## src/rtl/seven_segment_scanner_if.sv

```systemverilog
// Display-side bundle for the seven-segment scanner: digit data and enables in,
// multiplexed anode/segment drive and the frame pulse out.
interface seven_segment_scanner_if;
    logic [31:0] digit;
    logic [7:0]  en_dot;
    logic [7:0]  en_digit;
    logic [7:0]  an;
    logic [6:0]  seg;
    logic        dp;
    logic        frame_tick;

    modport slave (
        input  digit,
        input  en_dot,
        input  en_digit,
        output an,
        output seg,
        output dp,
        output frame_tick
    );

    modport master (
        output digit,
        output en_dot,
        output en_digit,
        input  an,
        input  seg,
        input  dp,
        input  frame_tick
    );
endinterface

```

## src/rtl/seven_segment_scanner.sv

```systemverilog
// Eight-digit common-anode seven-segment scanner: per-frame input snapshot,
// blanking gap at the start of every slot, active-low registered drive.
module seven_segment_scanner #(
    parameter int unsigned REFRESH_DIV  = 100000,
    parameter int unsigned BLANK_CYCLES = 1000
) (
    input  logic                    clk,
    input  logic                    rst,
    seven_segment_scanner_if.slave  disp
);

    localparam int unsigned CNT_W = (REFRESH_DIV > 32'd1) ? $clog2(REFRESH_DIV) : 1;
    localparam logic [CNT_W-1:0] DIV_LAST  = CNT_W'(REFRESH_DIV - 32'd1);
    localparam logic [CNT_W-1:0] BLANK_LIM = CNT_W'(BLANK_CYCLES);

    logic [CNT_W-1:0] div_cnt_q, div_cnt_d;
    logic [2:0]       idx_q, idx_d;
    logic [31:0]      snap_digit_q, snap_digit_d;
    logic [7:0]       snap_dot_q, snap_dot_d;
    logic [7:0]       snap_en_q, snap_en_d;
    logic [7:0]       an_q, an_d;
    logic [6:0]       seg_q, seg_d;
    logic             dp_q, dp_d;
    logic             frame_tick_q, frame_tick_d;

    logic             frame_start_s;
    logic             blank_s;
    logic [3:0]       cur_nib_s;

    // Hex nibble to active-low gfedcba pattern.
    function automatic logic [6:0] hex_to_seg(input logic [3:0] nib);
        logic [6:0] pat;
        case (nib)
            4'h0:    pat = 7'b1000000;
            4'h1:    pat = 7'b1111001;
            4'h2:    pat = 7'b0100100;
            4'h3:    pat = 7'b0110000;
            4'h4:    pat = 7'b0011001;
            4'h5:    pat = 7'b0010010;
            4'h6:    pat = 7'b0000010;
            4'h7:    pat = 7'b1111000;
            4'h8:    pat = 7'b0000000;
            4'h9:    pat = 7'b0010000;
            4'hA:    pat = 7'b0001000;
            4'hB:    pat = 7'b0000011;
            4'hC:    pat = 7'b1000110;
            4'hD:    pat = 7'b0100001;
            4'hE:    pat = 7'b0000110;
            4'hF:    pat = 7'b0001110;
            default: pat = 7'b1111111;
        endcase
        return pat;
    endfunction

    // Slot divider and position index; index advances only when the divider wraps.
    always_comb begin
        div_cnt_d = div_cnt_q;
        idx_d     = idx_q;
        if (div_cnt_q == DIV_LAST) begin
            div_cnt_d = '0;
            idx_d     = idx_q + 3'd1;
        end else begin
            div_cnt_d = div_cnt_q + {{(CNT_W-1){1'b0}}, 1'b1};
            idx_d     = idx_q;
        end
    end

    // Inputs are captured only at the top of a frame so one frame never mixes two updates.
    always_comb begin
        frame_start_s = (div_cnt_q == '0) && (idx_q == 3'd0);
        snap_digit_d  = snap_digit_q;
        snap_dot_d    = snap_dot_q;
        snap_en_d     = snap_en_q;
        frame_tick_d  = frame_start_s;
        if (frame_start_s) begin
            snap_digit_d = disp.digit;
            snap_dot_d   = disp.en_dot;
            snap_en_d    = disp.en_digit;
        end else begin
            snap_digit_d = snap_digit_q;
            snap_dot_d   = snap_dot_q;
            snap_en_d    = snap_en_q;
        end
    end

    // Display drive: dark during the blanking gap or for disabled positions.
    always_comb begin
        cur_nib_s = snap_digit_q[{idx_q, 2'b00} +: 4];
        blank_s   = (div_cnt_q < BLANK_LIM) || !snap_en_q[idx_q];
        an_d      = 8'hFF;
        seg_d     = 7'h7F;
        dp_d      = 1'b1;
        if (blank_s) begin
            an_d  = 8'hFF;
            seg_d = 7'h7F;
            dp_d  = 1'b1;
        end else begin
            an_d  = ~(8'h01 << idx_q);
            seg_d = hex_to_seg(cur_nib_s);
            dp_d  = ~snap_dot_q[idx_q];
        end
    end

    // State and output registers; reset forces every anode and segment off.
    always_ff @(posedge clk or negedge rst) begin
        if (!rst) begin
            div_cnt_q    <= '0;
            idx_q        <= 3'd0;
            snap_digit_q <= 32'h0000_0000;
            snap_dot_q   <= 8'h00;
            snap_en_q    <= 8'h00;
            an_q         <= 8'hFF;
            seg_q        <= 7'h7F;
            dp_q         <= 1'b1;
            frame_tick_q <= 1'b0;
        end else begin
            div_cnt_q    <= div_cnt_d;
            idx_q        <= idx_d;
            snap_digit_q <= snap_digit_d;
            snap_dot_q   <= snap_dot_d;
            snap_en_q    <= snap_en_d;
            an_q         <= an_d;
            seg_q        <= seg_d;
            dp_q         <= dp_d;
            frame_tick_q <= frame_tick_d;
        end
    end

    assign disp.an         = an_q;
    assign disp.seg        = seg_q;
    assign disp.dp         = dp_q;
    assign disp.frame_tick = frame_tick_q;

endmodule
```

## src/flat_wrapper.sv

```systemverilog
// flat-port wrapper written by rule: the top's interface ports become plain ports
module seven_segment_scanner_flat 
#(
    parameter int unsigned REFRESH_DIV  = 100000,
    parameter int unsigned BLANK_CYCLES = 1000
)
  (clk, rst, disp_digit, disp_en_dot, disp_en_digit, disp_an, disp_seg, disp_dp, disp_frame_tick);
  seven_segment_scanner_if disp_i ();
  input  logic clk;
  input  logic rst;
  input wire logic [$bits(disp_i.digit)-1:0] disp_digit;
  input wire logic [$bits(disp_i.en_dot)-1:0] disp_en_dot;
  input wire logic [$bits(disp_i.en_digit)-1:0] disp_en_digit;
  output wire logic [$bits(disp_i.an)-1:0] disp_an;
  output wire logic [$bits(disp_i.seg)-1:0] disp_seg;
  output wire logic [$bits(disp_i.dp)-1:0] disp_dp;
  output wire logic [$bits(disp_i.frame_tick)-1:0] disp_frame_tick;
  assign disp_i.digit = disp_digit;
  assign disp_i.en_dot = disp_en_dot;
  assign disp_i.en_digit = disp_en_digit;
  assign disp_an = disp_i.an;
  assign disp_seg = disp_i.seg;
  assign disp_dp = disp_i.dp;
  assign disp_frame_tick = disp_i.frame_tick;
  seven_segment_scanner #(.REFRESH_DIV(REFRESH_DIV), .BLANK_CYCLES(BLANK_CYCLES)) u_core (.clk(clk), .rst(rst), .disp(disp_i));
endmodule
```

## config.mk

```make
export PLATFORM = sky130hd
export DESIGN_NAME = seven_segment_scanner_flat
export DESIGN_NICKNAME = d
export VERILOG_FILES = /design/src/rtl/seven_segment_scanner_if.sv /design/src/rtl/seven_segment_scanner.sv /design/src/flat_wrapper.sv
export SDC_FILE = /design/constraint.sdc
export NUM_CORES = 1
export LEC_CHECK = 0
export ABC_AREA = 1
export CAP_MARGIN = 5
export CORE_ASPECT_RATIO = 1.2
export CORE_MARGIN = 5
export CORE_UTILIZATION = 54
export CTS_CLUSTER_DIAMETER = 100
export DETAILED_ROUTE_END_ITERATION = 8
export GPL_ROUTABILITY_DRIVEN = 0
export PLACE_DENSITY_LB_ADDON = 0.15
export SLEW_MARGIN = 20
export SYNTH_ARGS = -nofsm -noshare
export SYNTH_HDL_FRONTEND = slang
export SYNTH_SLANG_ARGS = --single-unit
export TNS_END_PERCENT = 50
```

## constraint.sdc

```tcl
create_clock -name clk -period 2.7 [get_ports clk]
set_input_delay 0.81 -clock clk [delete_from_list [all_inputs] [get_ports clk]]
set_output_delay 0.81 -clock clk [all_outputs]
set_load 0.02 [all_outputs]
```

# Yosys cells after proc, flatten, opt, wreduce, memory -nomap -nowiden
# Memories as Yosys holds them, arrays and structs flattened.
# Index checks and enable logic that the tools add are counted.
# W data, S select, Z words.
[word_totals] register_bits=85 output_inout_bits=17 inputBits=50 romBits=112 mem_count=1
[memory_table] name="(name not given)" words=16 width=7 rd=1 rd_clocked_by_memory_dff=0 wr=0 line_no="seven_segment_scanner.sv:33" text="case (nib)"
[op_classes] n_addsub=2 mux=8 bitwise=2 n_eq_ne=1 n_lt_le_gt_ge=2 reduce_logical=5 n_shift=2
[op_table] cell="$shiftx A32 B6 Y4" n=1
[op_table] cell="$add A17 B1 Y17 const B" n=1
[op_table] cell="$eq A17 B17 Y1 const B" n=1
[op_table] cell="$logic_not A17 Y1" n=1
[op_table] cell="$lt A17 B10 Y1 const B" n=1
[op_table] cell="$mux W17" n=1
[op_table] cell="$mux W8" n=1
[op_table] cell="$not A8 Y8" n=1
[op_table] cell="$shl A1 B3 Y8 const A" n=1
[op_table] cell="$mux W7" n=1
[op_table] cell="$bmux W1 S3" n=2
[op_table] cell="$lt A3 B4 Y1 const B" n=1
[op_table] cell="$add A3 B1 Y3 const B" n=1
[op_table] cell="$logic_not A3 Y1" n=1
[op_table] cell="$mux W1" n=3
[op_table] cell="$logic_and A1 B1 Y1" n=1
[op_table] cell="$logic_not A1 Y1" n=1
[op_table] cell="$logic_or A1 B1 Y1" n=1
[op_table] cell="$not A1 Y1" n=1

# Depth between registers and ports, before layout
# Gate-level depths: netlist (run 1).
[logic_depth] ltp_word=5 depth_mapped=14 depth_no_buf=12

# Least setup slack after synthesis (run 1)
# OpenSTA, ideal clock, no wires.
[synth_timing] path_type="register to register" startpoint="register u_core.idx_q[0]" endpoint="register u_core.seg_q[3] (netlist: u_core.disp.seg[3])" setup_time_ps=86 setup_slack_ps=806 t_arrival_ps=1808 stages_incl_launch_ff=13 period_less_slack_ps=1894 cell_sequence="dfrtp_1 -> buf_4 -> inv_2 -> nand2_1 -> nand3_1 -> nand2_1 -> o21ai_0 -> inv_1 -> ha_1 -> nand3_1 -> nand2_1 -> nand2_1 -> nand3_1"
[synth_between] elab_chain_len=5
[synth_rtl] element="start: declaration" line_no="seven_segment_scanner.sv:17" text="logic [2:0] idx_q, idx_d;"
[synth_rtl] element="start signal: assignment" line_no="seven_segment_scanner.sv:118" text="idx_q <= idx_d;"
[synth_rtl] element="branches (longest 4 deep; another with $mem_v2 Z16 W7)"
[synth_rtl] element="$mux W7 *" line_no="seven_segment_scanner.sv:93" text="if (blank_s) begin"
[synth_rtl] element="via u_core.seg_d[3]" line_no="seven_segment_scanner.sv:22" text="logic [6:0] seg_q, seg_d;"
[synth_rtl] element="end signal: assignment" line_no="seven_segment_scanner.sv:123" text="seg_q <= seg_d;"
[synth_rtl] element="end: declaration" line_no="seven_segment_scanner.sv:22"
# Mark *: on every way through the listed nets, which the timed path passes. The select of a mux whose other input is x is not followed.
# A chain may end at the register's enable or synchronous reset.

# Worst setup path after layout (run 1)
[layout_timing] startpoint="register u_core.an_q[5] (netlist: u_core.disp.an[5])" endpoint="output disp_an[5]"
[layout_rtl] element="start: declaration" line_no="seven_segment_scanner.sv:21" text="logic [7:0] an_q, an_d;"
[layout_rtl] element="start signal: assignment" line_no="seven_segment_scanner.sv:122" text="an_q <= an_d;"
[layout_rtl] element="end: declaration" line_no="flat_wrapper.sv:14" text="output wire logic [$bits(disp_i.an)-1:0] disp_an;"
# No word-level cell between the ends.

==> reports/metrics.csv, run 1 <==
metric,value,unit
stage delay of the slowest cell on the critical path,0.60,ns
Num CTS Buffers,9,
post-route setup TNS,0,ns
wire length per cell,13.2,um
switching portion of total power,23.1,%
worst hold slack across all endpoints,0.413,ns
Overflow after GRT,0,
Most used DFF post-synth,dfrtp_1,
Post-route DRC,0,
count of state elements after synthesis,85,
via total after detailed routing,3793,
layout filler cell count,715,
Multi-input gate area,1820,um^2
maximum fanout along the worst path,1,
Max Transition Viols Final,0,
area share of the largest cell type after synthesis,39.6,%
global routing usage summed across all routing layers,20.5,%
required arrival time at the worst endpoint,1.89,ns
CP max-delay cell,clkdlybuf4s50_1,
critical path arrival,1.48,ns
Sequential Power Share,54.2,%
initial standard-cell utilization of the core,54.4,%
count of buffering cells on the critical path with inverters included,1,
number of nets in the layout,705,
count of input and output buffers,66,
area inside the core boundary,8020,um^2
clk buf depth,2,
post-synthesis average cell area,7.57,um^2
row count,36,
ratio of routed vias to standard cells,5.11,
worst slew margin relative to its limit,47.9,%
starting DRC count in detailed routing,215,
setup repair bufs after CTS,0,
cells traversed along the worst timing path,clkdlybuf4s50_1,
most common library cells after synthesis,"259 x nand2_1, 69 x dfrtp_1, 67 x inv_1, 55 x nand3_1, 34 x nor2_1",
post-layout min period,2.29,ns
transition at the pin with the smallest max-transition slack,0.781,ns
Pre-antenna DRT Iters,5,
count of flip-flops with a built-in enable after synthesis,0,
CP startpoint kind,flop,
I/O pin count,67,
Crit path max-delay family,buffers and inverters,
clock latency on the worst-skew pair,0.36,ns
cell types with the largest area share after synthesis,"dfrtp_1 40%, nand2_1 22%, dfstp_2 9.6%",
Fin. Hold Viols,0,
Worst Skew,0.00887,ns
area used by sequential logic in the layout,2150,um^2
CTS Root Cell,clkbuf_8,
post-synthesis sequential area ratio,49.2,%
"sum of internal, switching and leakage power",2.46,mW
final worst path period share,84.6,%
max frequency,438,MHz
layout cells sized above 1,7.88,%
post-detailed-placement half-perimeter wirelength,7.09,mm
Die H,108,um
type of destination of the critical path,output port,
proportion of power drawn by combinational gates,7.9,%
power density of the placed cells,464,nW/um^2
count of nets left with antenna violations after detail routing,0,
clock network power share,37.9,%
worst hold path type,input pin to asynchronous set/reset pin,
P_sw,0.567,mW
count of different cell masters after synthesis,28,
Post-Syn Nets,639,
"Async S/R FF share, synth",100,%
peak supply drop,0.282,mV
antenna violations before repair,0,
max-cap violations,0,
number of antenna repair diodes,0,
cell area after synthesis,4360,um^2
static leakage,2.72,nW
clock edge transition at the registers on the reported setup and hold paths,0.09,ns
start-to-end type of the worst setup path,flop to output port,
number of global-route vias before repair,3634,
Resized cells post-CTS,0,
synthesized netlist cell count,576,
global-route wire length before repair,16.3,mm
maximum number of pins on one net before global-route repair,50,
Layout Utilization,66.0,%
setup slack after layout,0.415,ns
RSZ-0062 raised after global routing,no,
synthesis warning total,0,
layout-stage area growth over the synthesis result,21.3,%
CTS tree,done,
run status,"finished, final reports clean",
post-synth top area cell,dfrtp_1,
worst slack at placement,0.536,ns
DRT Wirelength,9.77,mm
number of setup violations in the final report,0,
most common cell in the netlist,nand2_1,
clk sink count,85,
"Hold-fix buffers, CTS",0,
internal power contribution,1.89,mW
floorplan die area,9980,um^2
chip width,92.1,um
# H-tree levels,3,
## final cells by class
class                   instances  area share, %
clock inverters                 5           1.11
multi-input cells             402           34.5
flip-flops and latches         85           40.6
well taps                      95           2.25
clock buffers                  11           2.86
repair buffers                 73           13.7
inverters                      71           5.08
## power groups by stage
stage          Combinational (mW)  Sequential (mW)  Clock (mW)
6_report                    0.194             1.33       0.931
4_1_cts                     0.198             1.33       0.952
3_5_place_dp                0.197             1.35           0
3_3_place_gp                0.192             1.35           0
2_1_floorplan              0.0768             1.35           0
5_1_grt                     0.220             1.34       0.997
## worst register-to-register path, stage by stage (launching register included)
cell,delay [ns]
dfrtp_1,0.39
inv_2,0.25
buf_4,0.23
nand2_1,0.06
nand3_1,0.07
nand2_1,0.05
o21ai_0,0.26
buf_4,0.21
inv_1,0.06
ha_1,0.21
nand3_1,0.13
nand2_1,0.08
nand2_1,0.05
nand3_1,0.07
## cell families after synthesis
| family | after synthesis | share of synthesized area, % |
|---|---|---|
| compound gates | 12 | 1.75 |
| xor+xnor | 6 | 1.20 |
| fa+ha+maj | 13 | 3.73 |
| buf+inv | 89 | 8.98 |
| flops | 85 | 49.2 |
| simple gates | 371 | 35.1 |
## metal layers
metal	global-route usage (%)	vias up	routed length, um
li1	-	1895	-
met1	25.5	1767	4130
met4	8.07	0	243
met2	35.6	109	4910
met5	0	-	0
met3	3.62	22	490
## cell usage in the layout, fill, tap and decap left out, types with 2 or more instances in the layout
cell type and count:
nand2_1 259, dfrtp_1 69, inv_1 67, clkdlybuf4s50_1 65
nand3_1 55, nor2_1 34, dfstp_2 16, ha_1 13
clkbuf_8 11, nand4_1 7, buf_4 7, xor2_1 6
nor3_1 5, o21ai_0 4, nor4_1 4, a21oi_1 4
inv_2 3, nor4_2 2, nand3_2 2, a32o_1 2
clkinvlp_4 2
## path summary, 6_finish.rpt
path	start	to	slack (ns)	depth (start not counted)
worst min register to register	u_core.snap_digit_q[25]$_DFFE_PN0P_	u_core.snap_digit_q[25]$_DFFE_PN0P_	0.48	2
max in group asynchronous	rst	u_core.snap_digit_q[27]$_DFFE_PN0P_	1.67	2
min in group clk	u_core.snap_digit_q[25]$_DFFE_PN0P_	u_core.snap_digit_q[25]$_DFFE_PN0P_	0.48	2
worst max register to register	u_core.idx_q[0]$_DFFE_PN0N_	u_core.disp.seg[3]$_DFF_PN1_	0.51	13
worst min-delay path	rst	u_core.div_cnt_q[11]$_DFF_PN0_	0.41	1
worst max-delay path	u_core.disp.an[5]$_DFF_PN1_	disp_an[5]	0.41	1
## sequential cells by signal (all words and copies together) (netlist names)
| name | cells |
|---|---|
| u_core.disp.an | 8 |
| u_core.snap_dot_q | 8 |
| u_core.disp.seg | 7 |
| u_core.div_cnt_q | 17 |
| u_core.disp.dp | 1 |
| u_core.snap_en_q | 8 |
| u_core.snap_digit_q | 32 |
| u_core.disp.frame_tick | 1 |
| u_core.idx_q | 3 |
## stage by stage
stage | std cells | cell area [um^2]
after floorplan | 576 | 4360
after global placement | 726 | 5080
after detailed placement | 726 | 5080
after CTS | 742 | 5290
after global routing | 742 | 5290
final | 742 | 5290
No activity file was read; power rests on OpenSTA's default activity.
==> run 2: changes to the inputs <==
==> constraint.sdc (replaced) <==
create_clock -name clk -period 2.29 [get_ports clk]
set_input_delay 0.687 -clock clk [delete_from_list [all_inputs] [get_ports clk]]
set_output_delay 0.687 -clock clk [all_outputs]
set_load 0.02 [all_outputs]
==> run 2 against run 1 <==
  * Largest cell class unchanged
  * First-iteration DRC count down 18%
  * Largest power group unchanged
  * Worst hold slack worse by 0.14 ns
  * Worst setup slack worse by 0.29 ns
==> reports/metrics.csv, run 2 (synthesized netlist as in run 1, its figures left out) <==
metric,value,unit
post-layout min period,2.17,ns
stage delay of the slowest cell on the critical path,0.59,ns
Worst R2R Start,u_core.idx_q[0]$_DFFE_PN0N_,
layout filler cell count,728,
Num CTS Buffers,9,
Max Transition Viols Final,0,
count of nets left with antenna violations after detail routing,0,
switching portion of total power,24.2,%
# H-tree levels,3,
initial standard-cell utilization of the core,54.4,%
antenna violations before repair,0,
critical path arrival,1.48,ns
CTS tree,done,
internal power contribution,2.08,mW
ratio of routed vias to standard cells,5.07,
required arrival time at the worst endpoint,1.60,ns
DRT Wirelength,9.82,mm
max-cap violations,0,
maximum number of pins on one net before global-route repair,50,
"Cell Area, Placed",5120,um^2
clock network power share,34.6,%
post-detailed-placement half-perimeter wirelength,7.19,mm
power density of the placed cells,520,nW/um^2
clk buf depth,2,
P_sw,0.665,mW
CP startpoint kind,flop,
count of buffering cells on the critical path with inverters included,1,
maximum fanout along the worst path,1,
Overflow after GRT,0,
number of setup violations in the final report,0,
"logic depth of the worst path, buffers included",1,
row count,36,
peak supply drop,0.426,mV
"most common cell after layout, fill and taps aside",nand2_1,
clock edge transition at the registers on the reported setup and hold paths,0.08,ns
Worst Skew,0.00931,ns
Crit path max-delay family,buffers and inverters,
number of antenna repair diodes,0,
via total after detailed routing,3780,
clk sink count,85,
setup repair bufs after CTS,0,
"flip-flop count of the largest register, all copies and words added",32,
floorplan die area,9980,um^2
chip width,92.1,um
worst hold path type,input pin to asynchronous set/reset pin,
number of cell instances on the worst register-to-register path,12,
area used by sequential logic in the layout,2150,um^2
count of input and output buffers,66,
Die H,108,um
Pre-antenna DRT Iters,5,
final worst path period share,94.8,%
CP max-delay cell,clkdlybuf4s50_1,
starting DRC count in detailed routing,176,
post-route setup TNS,0,ns
clock latency on the worst-skew pair,0.37,ns
"Design Area, Final",5290,um^2
static leakage,2.72,nW
Sequential Power Share,57.1,%
area inside the core boundary,8020,um^2
number of nets in the layout,708,
Multi-input gate area,1820,um^2
layout-stage area growth over the synthesis result,21.3,%
proportion of power drawn by combinational gates,8.3,%
global-route wire length before repair,16.6,mm
transition at the pin with the smallest max-transition slack,0.496,ns
Post-route DRC,0,
registers with the most flip-flops,"u_core.snap_digit_q (32), u_core.div_cnt_q (17)",
wire length per cell,13.2,um
start-to-end type of the worst setup path,flop to output port,
I/O pin count,67,
worst slew margin relative to its limit,66.9,%
type of destination of the critical path,output port,
critical path startpoint,u_core.disp.an[0]$_DFF_PN1_,
number of global-route vias before repair,3685,
"commonest cells after routing, fill and taps aside","259 x nand2_1, 69 x dfrtp_1, 67 x inv_1",
cells traversed along the worst timing path,clkdlybuf4s50_1,
Fin. Hold Viols,0,
layout cells sized above 1,7.85,%
max frequency,461,MHz
Reg with most FFs,u_core.snap_digit_q,
run status,"finished, final reports clean",
RSZ-0062 raised after global routing,no,
CTS Root Cell,clkbuf_8,
global routing usage summed across all routing layers,21.2,%
run 2: cell count changes in the layout (fill, tap and decap cells not counted):
cell / before / now
clkinv_1: 0 / 1
clkbuf_1: 0 / 2
inv_2: 3 / 2
bufinv_16: 1 / 0
buf_6: 0 / 1
clkinv_2: 1 / 2
clkbuf_8: 11 / 10
buf_4: 7 / 8
buf_12: 1 / 2
clkinv_4: 1 / 0
run 2: worst paths after layout:
kind | end | slack (ns)
max reg2reg | u_core.disp.seg[3]$_DFF_PN1_ | 0.23
min in group clk | u_core.snap_digit_q[13]$_DFFE_PN0P_ | 0.48
max in group asynchronous | u_core.snap_en_q[1]$_DFFE_PN0P_ | 1.41
min reg2reg | u_core.snap_digit_q[13]$_DFFE_PN0P_ | 0.48
max | disp_an[0] | 0.12
min | u_core.idx_q[0]$_DFFE_PN0N_ | 0.28
run 2: cell type report:
class                      instances  share of cell area (%)
timing repair buffer              76                    14.4
tap                               95                    2.25
inverter                          71                    5.11
multi-input combinational        402                    34.5
clock inverter                     4                   0.449
sequential                        85                    40.6
clock buffer                      12                    2.74
run 2: metrics by stage:
step	util, %	instances	worst slack [ns]	power [mW]	hold slack, ns
6_report	66.0	745	0.120	2.75	0.278
4_1_cts	65.9	745	0.103	2.77	0.289
2_1_floorplan	-	576	0.396	1.68	0.391
5_1_grt	66.0	745	0.0391	2.86	0.318
3_3_place_gp	63.8	729	0.194	1.82	0.463
3_5_place_dp	63.8	729	0.187	1.83	0.466
run 2: what timing repair did:
| action | in CTS | in global routing |
|---|---|---|
| hold buffers | 0 | 0 |
| resized for setup | 0 | 2 |
| setup endpoints to repair | 0 | 3 |
run 2: power groups by stage:
stage	Clock, mW	Sequential, mW	Combinational [mW]
2_1_floorplan	0	1.59	0.0905
3_3_place_gp	0	1.60	0.223
3_5_place_dp	0	1.60	0.230
4_1_cts	0.973	1.57	0.232
5_1_grt	1.03	1.57	0.259
6_report	0.953	1.57	0.228
run 2: layer usage:
layer / vias to the layer above / GRT usage [%] / wire, um / share of wire, %
met2: 89 / 36.2 / 4890 / 50
met5: - / 0 / 0 / 0
met1: 1768 / 25.7 / 4210 / 43
li1: 1900 / - / - / -
met3: 23 / 2.99 / 398 / 4.1
met4: 0 / 12.1 / 317 / 3.2
